**config.mk**
```make
export PLATFORM = sky130hd
export DESIGN_NAME = huff_decoder_flat
export DESIGN_NICKNAME = d
export VERILOG_FILES = /design/src/rtl/huff_dec_if.sv /design/src/rtl/huff_decoder.sv /design/src/flat_wrapper.sv
export SDC_FILE = /design/constraint.sdc
export NUM_CORES = 1
export LEC_CHECK = 0
export CORE_AREA = 4 4 205 167
export CTS_BUF_LIST = sky130_fd_sc_hd__clkbuf_4 sky130_fd_sc_hd__clkbuf_8 sky130_fd_sc_hd__clkbuf_16
export CTS_CLUSTER_SIZE = 20
export DETAILED_ROUTE_END_ITERATION = 12
export DIE_AREA = 0 0 209 171
export GPL_TIMING_DRIVEN = 1
export HOLD_SLACK_MARGIN = 0.1
export PLACE_DENSITY = 0.46
export SYNTH_ARGS = -nofsm -noshare
export SYNTH_HDL_FRONTEND = slang
export SYNTH_SLANG_ARGS = --single-unit
```
**constraint.sdc**
```tcl
create_clock -name clk -period 5.9 [get_ports clk]
set_input_delay 1.475 -clock clk [delete_from_list [all_inputs] [get_ports clk]]
set_output_delay 1.475 -clock clk [all_outputs]
set_load 0.05 [all_outputs]
```
**src/rtl/huff_dec_if.sv**
```systemverilog
// Table-config, block-input and symbol-output bundle for huff_decoder.
interface huff_dec_if #(
    parameter int unsigned SYMBOL_WIDTH      = 4,
    parameter int unsigned ENC_MAX_WIDTH     = 4,
    parameter int unsigned ENC_MAX_LEN_WIDTH = 3,
    parameter int unsigned OUTPUT_BLOCK_SIZE = 8,
    parameter int unsigned NUM_SYMBOLS       = 16
) ();
    localparam int unsigned NBITS_W = $clog2(OUTPUT_BLOCK_SIZE) + 1;

    logic                         config_en;
    logic [ENC_MAX_WIDTH-1:0]     config_enc;
    logic [ENC_MAX_LEN_WIDTH-1:0] config_enc_len;
    logic [NUM_SYMBOLS-1:0]       config_select;
    logic [OUTPUT_BLOCK_SIZE-1:0] in_block;
    logic                         in_valid;
    logic                         in_last;
    logic [NBITS_W-1:0]           in_nbits;
    logic                         in_ready;
    logic [SYMBOL_WIDTH-1:0]      sym_out;
    logic                         sym_valid;
    logic                         sym_ready;
    logic                         done;
    logic                         error;

    modport master (
        output config_en, config_enc, config_enc_len, config_select,
        output in_block, in_valid, in_last, in_nbits, sym_ready,
        input  in_ready, sym_out, sym_valid, done, error
    );

    modport slave (
        input  config_en, config_enc, config_enc_len, config_select,
        input  in_block, in_valid, in_last, in_nbits, sym_ready,
        output in_ready, sym_out, sym_valid, done, error
    );
endinterface

```
**src/rtl/huff_decoder.sv**
```systemverilog
// Streaming LSB-first Huffman decoder: block bit buffer, parallel table match,
// one symbol per cycle over valid/ready.
module huff_decoder #(
    parameter int unsigned SYMBOL_WIDTH      = 4,
    parameter int unsigned ENC_MAX_WIDTH     = 4,
    parameter int unsigned ENC_MAX_LEN_WIDTH = 3,
    parameter int unsigned OUTPUT_BLOCK_SIZE = 8,
    parameter int unsigned NUM_SYMBOLS       = 16
) (
    input  logic      clk,
    input  logic      rst,
    huff_dec_if.slave bus
);
    localparam int unsigned BUF_W   = 2 * OUTPUT_BLOCK_SIZE;
    localparam int unsigned FILL_W  = $clog2(BUF_W + 1);
    localparam int unsigned NBITS_W = $clog2(OUTPUT_BLOCK_SIZE) + 1;

    typedef enum logic [1:0] {ST_IDLE, ST_RUN, ST_DRAIN, ST_ERR} state_e;

    state_e                       state_q, state_d;
    logic [BUF_W-1:0]             bits_q, bits_d;
    logic [FILL_W-1:0]            fill_q, fill_d;
    logic                         last_seen_q, last_seen_d;
    logic [SYMBOL_WIDTH-1:0]      sym_out_q, sym_out_d;
    logic                         sym_valid_q, sym_valid_d;
    logic                         done_q, done_d;
    logic                         error_q, error_d;
    logic [ENC_MAX_WIDTH-1:0]     enc_q [NUM_SYMBOLS];
    logic [ENC_MAX_WIDTH-1:0]     enc_d [NUM_SYMBOLS];
    logic [ENC_MAX_LEN_WIDTH-1:0] len_q [NUM_SYMBOLS];
    logic [ENC_MAX_LEN_WIDTH-1:0] len_d [NUM_SYMBOLS];

    logic                         hit;
    logic [SYMBOL_WIDTH-1:0]      hit_idx;
    logic [ENC_MAX_LEN_WIDTH-1:0] hit_len;
    logic                         in_ready_c;
    logic                         accept, fire, done_c, err_set;
    logic [NBITS_W-1:0]           add_bits;
    logic [OUTPUT_BLOCK_SIZE-1:0] blk_mask;
    logic [ENC_MAX_LEN_WIDTH-1:0] use_len;
    logic [FILL_W-1:0]            fill_after;

    function automatic logic [ENC_MAX_WIDTH-1:0] code_mask(input logic [ENC_MAX_LEN_WIDTH-1:0] len);
        logic [ENC_MAX_WIDTH-1:0] m;
        for (int b = 0; b < ENC_MAX_WIDTH; b++) m[b] = (ENC_MAX_LEN_WIDTH'(b) < len);
        return m;
    endfunction

    // Parallel table match; scanning downward leaves the lowest matching index.
    always_comb begin
        hit     = 1'b0;
        hit_idx = '0;
        hit_len = '0;
        for (int i = int'(NUM_SYMBOLS) - 1; i >= 0; i--) begin
            if (len_q[i] != '0 && FILL_W'(len_q[i]) <= fill_q &&
                ((bits_q[ENC_MAX_WIDTH-1:0] ^ enc_q[i]) & code_mask(len_q[i])) == '0) begin
                hit     = 1'b1;
                hit_idx = SYMBOL_WIDTH'(i);
                hit_len = len_q[i];
            end
        end
    end

    always_comb begin
        state_d     = state_q;
        bits_d      = bits_q;
        fill_d      = fill_q;
        last_seen_d = last_seen_q;
        sym_out_d   = sym_out_q;
        sym_valid_d = sym_valid_q;
        done_d      = 1'b0;
        error_d     = error_q;
        enc_d       = enc_q;
        len_d       = len_q;

        in_ready_c = !rst && !error_q && !last_seen_q &&
                     (fill_q <= FILL_W'(BUF_W - OUTPUT_BLOCK_SIZE));
        accept     = bus.in_valid && in_ready_c;
        fire       = hit && (!sym_valid_q || bus.sym_ready) && !bus.config_en && !error_q;
        done_c     = last_seen_q && (fill_q == '0) && !sym_valid_q;
        err_set    = !hit && ((fill_q >= FILL_W'(ENC_MAX_WIDTH)) ||
                              (last_seen_q && fill_q != '0));

        // A short tail block contributes only its in_nbits valid bits.
        add_bits = NBITS_W'(OUTPUT_BLOCK_SIZE);
        if (bus.in_last && bus.in_nbits != '0 && bus.in_nbits < NBITS_W'(OUTPUT_BLOCK_SIZE))
            add_bits = bus.in_nbits;
        for (int b = 0; b < OUTPUT_BLOCK_SIZE; b++) blk_mask[b] = (NBITS_W'(b) < add_bits);

        use_len    = fire ? hit_len : '0;
        fill_after = fill_q - FILL_W'(use_len);
        bits_d     = bits_q >> use_len;
        fill_d     = fill_after;

        if (accept) begin
            bits_d = bits_d | (BUF_W'(bus.in_block & blk_mask) << fill_after);
            fill_d = fill_after + FILL_W'(add_bits);
            if (bus.in_last) last_seen_d = 1'b1;
        end
        if (done_c) last_seen_d = 1'b0;
        done_d = done_c;

        if (fire) begin
            sym_out_d   = hit_idx;
            sym_valid_d = 1'b1;
        end else if (sym_valid_q && bus.sym_ready) begin
            sym_valid_d = 1'b0;
        end

        if (err_set) error_d = 1'b1;

        for (int i = 0; i < NUM_SYMBOLS; i++) begin
            if (bus.config_en && bus.config_select[i]) begin
                enc_d[i] = bus.config_enc;
                len_d[i] = bus.config_enc_len;
            end
        end

        case (state_q)
            ST_IDLE:  if (accept) state_d = bus.in_last ? ST_DRAIN : ST_RUN;
            ST_RUN:   if (accept && bus.in_last) state_d = ST_DRAIN;
            ST_DRAIN: if (done_c) state_d = ST_IDLE;
            default:  state_d = state_q;
        endcase
        if (err_set) state_d = ST_ERR;
    end

    always_ff @(posedge clk) begin
        if (rst) begin
            state_q     <= ST_IDLE;
            bits_q      <= '0;
            fill_q      <= '0;
            last_seen_q <= 1'b0;
            sym_out_q   <= '0;
            sym_valid_q <= 1'b0;
            done_q      <= 1'b0;
            error_q     <= 1'b0;
            for (int i = 0; i < NUM_SYMBOLS; i++) begin
                enc_q[i] <= '0;
                len_q[i] <= '0;
            end
        end else begin
            state_q     <= state_d;
            bits_q      <= bits_d;
            fill_q      <= fill_d;
            last_seen_q <= last_seen_d;
            sym_out_q   <= sym_out_d;
            sym_valid_q <= sym_valid_d;
            done_q      <= done_d;
            error_q     <= error_d;
            enc_q       <= enc_d;
            len_q       <= len_d;
        end
    end

    assign bus.in_ready  = in_ready_c;
    assign bus.sym_out   = sym_out_q;
    assign bus.sym_valid = sym_valid_q;
    assign bus.done      = done_q;
    assign bus.error     = error_q;
endmodule
```
**src/flat_wrapper.sv**
```systemverilog
// flat-port wrapper written by rule: the top's interface ports become plain ports
module huff_decoder_flat 
#(
    parameter int unsigned SYMBOL_WIDTH      = 4,
    parameter int unsigned ENC_MAX_WIDTH     = 4,
    parameter int unsigned ENC_MAX_LEN_WIDTH = 3,
    parameter int unsigned OUTPUT_BLOCK_SIZE = 8,
    parameter int unsigned NUM_SYMBOLS       = 16
)
  (clk, rst, bus_config_en, bus_config_enc, bus_config_enc_len, bus_config_select, bus_in_block, bus_in_valid, bus_in_last, bus_in_nbits, bus_sym_ready, bus_in_ready, bus_sym_out, bus_sym_valid, bus_done, bus_error);
  huff_dec_if #(.SYMBOL_WIDTH(SYMBOL_WIDTH), .ENC_MAX_WIDTH(ENC_MAX_WIDTH), .ENC_MAX_LEN_WIDTH(ENC_MAX_LEN_WIDTH), .OUTPUT_BLOCK_SIZE(OUTPUT_BLOCK_SIZE), .NUM_SYMBOLS(NUM_SYMBOLS)) bus_i ();
  input  logic clk;
  input  logic rst;
  input wire logic [$bits(bus_i.config_en)-1:0] bus_config_en;
  input wire logic [$bits(bus_i.config_enc)-1:0] bus_config_enc;
  input wire logic [$bits(bus_i.config_enc_len)-1:0] bus_config_enc_len;
  input wire logic [$bits(bus_i.config_select)-1:0] bus_config_select;
  input wire logic [$bits(bus_i.in_block)-1:0] bus_in_block;
  input wire logic [$bits(bus_i.in_valid)-1:0] bus_in_valid;
  input wire logic [$bits(bus_i.in_last)-1:0] bus_in_last;
  input wire logic [$bits(bus_i.in_nbits)-1:0] bus_in_nbits;
  input wire logic [$bits(bus_i.sym_ready)-1:0] bus_sym_ready;
  output wire logic [$bits(bus_i.in_ready)-1:0] bus_in_ready;
  output wire logic [$bits(bus_i.sym_out)-1:0] bus_sym_out;
  output wire logic [$bits(bus_i.sym_valid)-1:0] bus_sym_valid;
  output wire logic [$bits(bus_i.done)-1:0] bus_done;
  output wire logic [$bits(bus_i.error)-1:0] bus_error;
  assign bus_i.config_en = bus_config_en;
  assign bus_i.config_enc = bus_config_enc;
  assign bus_i.config_enc_len = bus_config_enc_len;
  assign bus_i.config_select = bus_config_select;
  assign bus_i.in_block = bus_in_block;
  assign bus_i.in_valid = bus_in_valid;
  assign bus_i.in_last = bus_in_last;
  assign bus_i.in_nbits = bus_in_nbits;
  assign bus_i.sym_ready = bus_sym_ready;
  assign bus_in_ready = bus_i.in_ready;
  assign bus_sym_out = bus_i.sym_out;
  assign bus_sym_valid = bus_i.sym_valid;
  assign bus_done = bus_i.done;
  assign bus_error = bus_i.error;
  huff_decoder #(.SYMBOL_WIDTH(SYMBOL_WIDTH), .ENC_MAX_WIDTH(ENC_MAX_WIDTH), .ENC_MAX_LEN_WIDTH(ENC_MAX_LEN_WIDTH), .OUTPUT_BLOCK_SIZE(OUTPUT_BLOCK_SIZE), .NUM_SYMBOLS(NUM_SYMBOLS)) u_core (.clk(clk), .rst(rst), .bus(bus_i));
endmodule
```
### Word-level counts from Yosys, hierarchy flattened

Index checks and enable logic that the tools add are counted.

| operators by class | value |
|---|---|
| add/sub/neg operators | 2 |
| $lt $le $gt $ge | 91 |
| shift-type cells | 2 |
| multiplexer cells | 54 |
| bitwise gates (word level) | 34 |
| reduce and logical (&&, ||, !) cells | 108 |

Operator list:

| cell | count |
|---|---|
| 1-bit by 3-bit < comparator with 1-bit output (first input constant) | 32 |
| 2-bit by 3-bit < comparator with 1-bit output (first input constant) | 32 |
| 3-bit by 5-bit less-or-equal comparator with 1-bit output | 16 |
| 4-bit 2-to-1 mux | 17 |
| 4-bit bitwise AND | 16 |
| 4-bit logical NOT | 16 |
| 4-bit XOR | 16 |
| 1-bit logical AND | 62 |
| 3-bit 2-to-1 mux | 17 |
| 3-bit nonzero test | 16 |
| 1-bit 2-to-1 mux | 18 |
| 3-bit by 4-bit < comparator with 1-bit output (first input constant) | 4 |
| 16-bit 2-to-1 mux | 1 |
| 16-bit OR | 1 |
| 16-bit by 5-bit left shift with 16-bit output | 1 |
| 16-bit by 3-bit >> shifter with 16-bit output | 1 |
| 8-bit bitwise AND | 1 |
| 1-bit by 4-bit < comparator with 1-bit output (first input constant) | 2 |
| 2-bit by 4-bit < comparator with 1-bit output (first input constant) | 2 |
| 1-bit logical NOT | 6 |
| 5-bit by 4-bit adder with 5-bit output | 1 |
| 5-bit by 3-bit greater-or-equal comparator with 1-bit output (second input constant) | 1 |
| 5-bit by 4-bit less-or-equal comparator with 1-bit output (second input constant) | 1 |
| 5-bit logical NOT | 1 |
| 9 further kinds | 10 |

| word-level totals | value |
|---|---|
| register bits after elaboration | 141 |
| output and inout port bits | 8 |
| word-level logic and storage cells | 330 |

### Depth between registers and ports, before layout

| logic depth | value |
|---|---|
| word-level depth | 28 |
| depth in mapped cells | 24 |

### Worst setup path after synthesis

OpenSTA, ideal clock, no wires.

| timing path | value |
|---|---|
| kind | flip-flop to flip-flop |
| start | register u_core.fill_q[1] |
| end | register u_core.bits_q[2] |
| arrival time | 5.283 ns |
| data required time | 5.805 ns |
| setup slack | 0.521 ns |
| cell stages (with the launch flop) | 24 |
| path buffers | 3 |
| clock period less this slack | 5.379 ns |
| cell sequence | dfxtp_1 > inv_1 > ha_1 > nor2b_1 > o31ai_1 > o211ai_2 > and2_1 > and4_1 > a221oi_1 > o211ai_1 > nand2_1 > inv_1 > buf_2 > fa_1 > a211oi_1 > xnor2_1 > and3_1 > clkbuf_1 > and2_1 > clkbuf_1 > nor2b_1 > nor2b_1 > nor2_1 > a221oi_1 |

| between the ends | value |
|---|---|
| longest elaborated chain between the ends | 27 |
| elaborated cells on any way between the ends | 92 |
| classes of those cells | add/sub (1); order compare (17); shift (2); mux (34); bitwise (1); reduce/logical (37) |

RTL lines:

| what | line | text |
|---|---|---|
| start, declared | huff_decoder.sv:22 | `logic [FILL_W-1:0] fill_q, fill_d;` |
| start signal, assigned | huff_decoder.sv:145 | `fill_q <= fill_d;` |
| 3-bit by 5-bit less-or-equal comparator with 1-bit output | huff_decoder.sv:55 | `if (len_q[i] != '0 && FILL_W'(len_q[i]) <= fill_q &&` |
| 1-bit logical AND (2 in a row) | huff_decoder.sv:55 |  |
| 1-bit 2-to-1 mux (16 in a row) | huff_decoder.sv:55 |  |
| 1-bit logical AND (3 in a row) | huff_decoder.sv:79 | `fire = hit && (!sym_valid_q \|\| bus.sym_ready) && !bus.config_en && !error_q;` |
| 3-bit 2-to-1 mux | huff_decoder.sv:90 | `use_len = fire ? hit_len : '0;` |
| 5-bit by 3-bit subtractor with 5-bit output | huff_decoder.sv:91 | `fill_after = fill_q - FILL_W'(use_len);` |
| 16-bit by 5-bit left shift with 16-bit output | huff_decoder.sv:96 | `bits_d = bits_d \| (BUF_W'(bus.in_block & blk_mask) << fill_after);` |
| 16-bit OR | huff_decoder.sv:96 |  |
| 16-bit 2-to-1 mux (*) | huff_decoder.sv:95 | `if (accept) begin` |
| end signal, assigned | huff_decoder.sv:144 | `bits_q <= bits_d;` |
| end, declared | huff_decoder.sv:21 | `logic [BUF_W-1:0] bits_q, bits_d;` |

Every way passes the cells marked *; elsewhere a longest branch is shown, timed or not.
A chain may end at the register's enable or synchronous reset.

### Worst setup path after layout

| timing path | value |
|---|---|
| start | register u_core.fill_q[2] |
| end | register u_core.bits_q[8] |

The elaborated chain is that of the path after synthesis.

==> qor.yml <==
status:
  status: "completed"
detailed_routing:
  drtIter0Drc: 954
  num_vias: 9116
  drc: 0
  detail-route-antenna-nets: 0
  drt_first_pass_iters: 7
  wl_per_cell_um: 18.9
  wl_um: 32000
  routed_via_density: 5.37
logic_synthesis:
  synth.cell_area_um2: 9580
  ys_seq_area_frac: 0.295
  synth_flop_cell: "dfxtp_1"
  synth-compound-area-share: 0.252
  synthMuxAreaShare: 0.0432
  synthAdderAreaFrac: 0.0747
  yosys.area.top_type: "dfxtp_1"
  synth_top_family_by_area: "compound AO/OA/AOI/OAI gates"
  avgSynthCellArea_um2: 7.73
  synth-async-reset-ratio: 0
  synth_nets: 1336
  syn_inst: 1239
  synth-edff-count: 0
  yosysTopAreaCellShare: 0.295
  synthTopCellsByCount: "nand2_1, a21oi_1, dfxtp_1"
  synth_xor_area_frac: 0.0658
  yosysWarnings: 0
  synthSimpleGateAreaFrac: 0.214
  synth.area.top_cells: "dfxtp_1, a21oi_1, ha_1, nand3_1, nand2_1"
  synth.distinct_cells: 79
  synth_most_common_cell: "nand2_1"
  ys_ff_latch: 141
global_route:
  gr-total-overflow: 0
  grt.total_usage: 0.178
  grt_pass1_wl_um: 50700
  antenna_found_initial: 0
  grt_max_degree: 80
  grt_pass1_vias: 8538
power_and_ir_drop:
  p_comb_frac: 0.558
  seqPwrFrac: 0.210
  finalPower_mw: 5.65
  power_density_nw_per_um2: 504
  p_leak_nw: 4.46
  p_clk_frac: 0.232
  p_sw_frac: 0.442
  ir_drop_mv: 0.276
  p_switching_mw: 2.50
  p_int_mw: 3.15
place:
  placed_cells: 1664
  place_ws_ns: 0.430
  place_area_um2: 10500
  io_buffers: 48
  post-dp-hpwl_um: 22700
  place.gp.congestion: 0.849
sta:
  timing.fmax_ghz: 0.186
  tightest_slew_ns: 1.11
  holdWs_ns: 0.466
  layout_min_cycle_time_ns: 5.39
  rsz0062_at_grt: "no"
  finalHoldViolCount: 0
  setup_slack_ns: 0.510
  finalCritPeriodShare: 0.914
  finalSetupTns_ns: 0
  drv_slew: 0
  setup_violations: 0
  skew_ns: 0.0106
  relSlewSlack: 0.259
clock_tree:
  clkSinkCount: 141
  cts_tree: "built"
  cts_root_buf: "clkbuf_16"
  holdBufCountCts: 0
  clk_latency_ns: 0.44
  h-tree-depth: 4
  clockBufferDepth: 2
  cts-buffers-inserted: 17
  clk_pin_slew_ns: 0.06
die:
  start_util: 0.298
  num_rows: 59
  dieWidth_um: 209
  die_area_um2: 35700
  die_y_um: 171
  io_pins: 49
  core_um2: 32200
setup_path:
  regToRegStartpoint: "u_core.fill_q[2]$_SDFF_PP0_"
  critPathMaxFanout: 14
  r2r_cells: 20
  reg2reg_to: "u_core.bits_q[8]$_SDFF_PP0_"
  critPathKind: "reg -> reg"
  rrSetupSlack_ns: 0.51
  worstPathArrival_ns: 5.74
  endpoint_kind: "register"
  start_kind: "register"
  worstPathRequired_ns: 6.25
worst_hold_path:
  hp-start: "u_core.enc_q[55]$_SDFFE_PP0P_"
  min_path_type: "reg -> reg"
  holdPathStages: 2
  min_to: "u_core.enc_q[55]$_SDFFE_PP0P_"
job:
  maxCapViolCount: 0
finish:
  final_nets: 1354
  layoutNonFillerInstCount: 1697
  syn2layout_area_growth_pct: 17.1
  drive_gt1_frac: 0.0827
  num_antenna_cells: 0
  final_util: 0.349
  postLayoutCellArea_um2: 11200
[placed cells by master (no fill, tap or decap), types with 11 or more instances in the layout]
master	instances
clkbuf_16	17
nor3_1	21
a31oi_1	12
ha_1	54
xor2_1	48
o21ai_0	32
mux2i_1	29
clkdlybuf4s50_1	46
and2_1	14
dfxtp_1	141
a21o_1	19
buf_4	34
xnor2_1	24
a21oi_1	156
inv_1	37
nand3_1	132
a211oi_1	17
o211ai_1	20
nor2_1	54
nor2b_1	17
mux2_2	11
nand2_1	174
[routing by layer]
metal  share of wire  track usage  routed length (um)  vias up
met2            0.41        0.256               13000      204
met1            0.54        0.279               17300     4364
li1                -            -                   -     4532
met4          0.0080       0.0355                 255        0
met3           0.046       0.0273                1470       16
met5               0            0                   0        -
[logic make-up after synthesis]
logic type                 count (synthesis)
adders and majority gates                 56
AOI/OAI and AO/OA                        360
xor gates and xnor gates                  72
buffers and inverters                    123
DFF                                      141
and+or+nand+nor                          447
muxes                                     40
[worst max path at each step]
stage | startpoint | end
after floorplan | u_core.fill_q[1]$_SDFF_PP0_ | u_core.bits_q[2]$_SDFF_PP0_
after global placement | bus_sym_ready | u_core.bits_q[8]$_SDFF_PP0_
after detailed placement | bus_sym_ready | u_core.bits_q[8]$_SDFF_PP0_
after CTS | u_core.fill_q[1]$_SDFF_PP0_ | u_core.bits_q[8]$_SDFF_PP0_
after global routing | u_core.fill_q[2]$_SDFF_PP0_ | u_core.bits_q[8]$_SDFF_PP0_
final | u_core.fill_q[2]$_SDFF_PP0_ | u_core.bits_q[8]$_SDFF_PP0_
[area by class of cell]
class / instances / area (um^2)
clock buffers: 21 / 474
clock inverters: 11 / 235
fillers: 3421 / 21000
inverters: 40 / 159
multi-input cells: 975 / 6240
flip-flops and latches: 141 / 2820
well taps: 427 / 534
repair buffers: 82 / 756
[sequential cells by signal, indices dropped and copies added (netlist names)]
signal and count:
u_core.bus.error 1, u_core.bus.done 1, u_core.len_q 48, u_core.enc_q 64, u_core.bits_q 16, u_core.bus.sym_valid 1, u_core.bus.sym_out 4, u_core.last_seen_q 1
u_core.fill_q 5
[critical path, cell delays in order (launching register included)]
cell      delay (ns)
dfxtp_1         0.37
inv_1           0.19
buf_4           0.23
buf_4           0.16
ha_1            0.30
nor2_1          0.13
a311oi_2        0.07
a211oi_1        0.49
a21oi_1         0.20
and4_1          0.31
a211oi_2        0.39
o211a_4         0.37
inv_6           0.10
ha_1            0.35
a21o_1          0.19
xor2_1          0.42
nor2_1          0.10
a211oi_1        0.23
o21ai_0         0.23
and2_1          0.24
a221oi_2        0.24
[power groups by stage]
stage / Sequential [mW] / Clock (mW) / Combinational, mW
floorplan: 1.19 / 0 / 2.23
global placement: 1.20 / 0 / 3.11
detailed placement: 1.20 / 0 / 3.11
CTS: 1.18 / 1.34 / 3.13
global route: 1.20 / 1.38 / 3.50
finish: 1.19 / 1.31 / 3.15
[timing repair]
action / in CTS / in global routing
buffers inserted: 0 / 1
gates resized for setup: 0 / 2
setup endpoints to repair: 0 / 2
(Power assumes the default switching activity.)
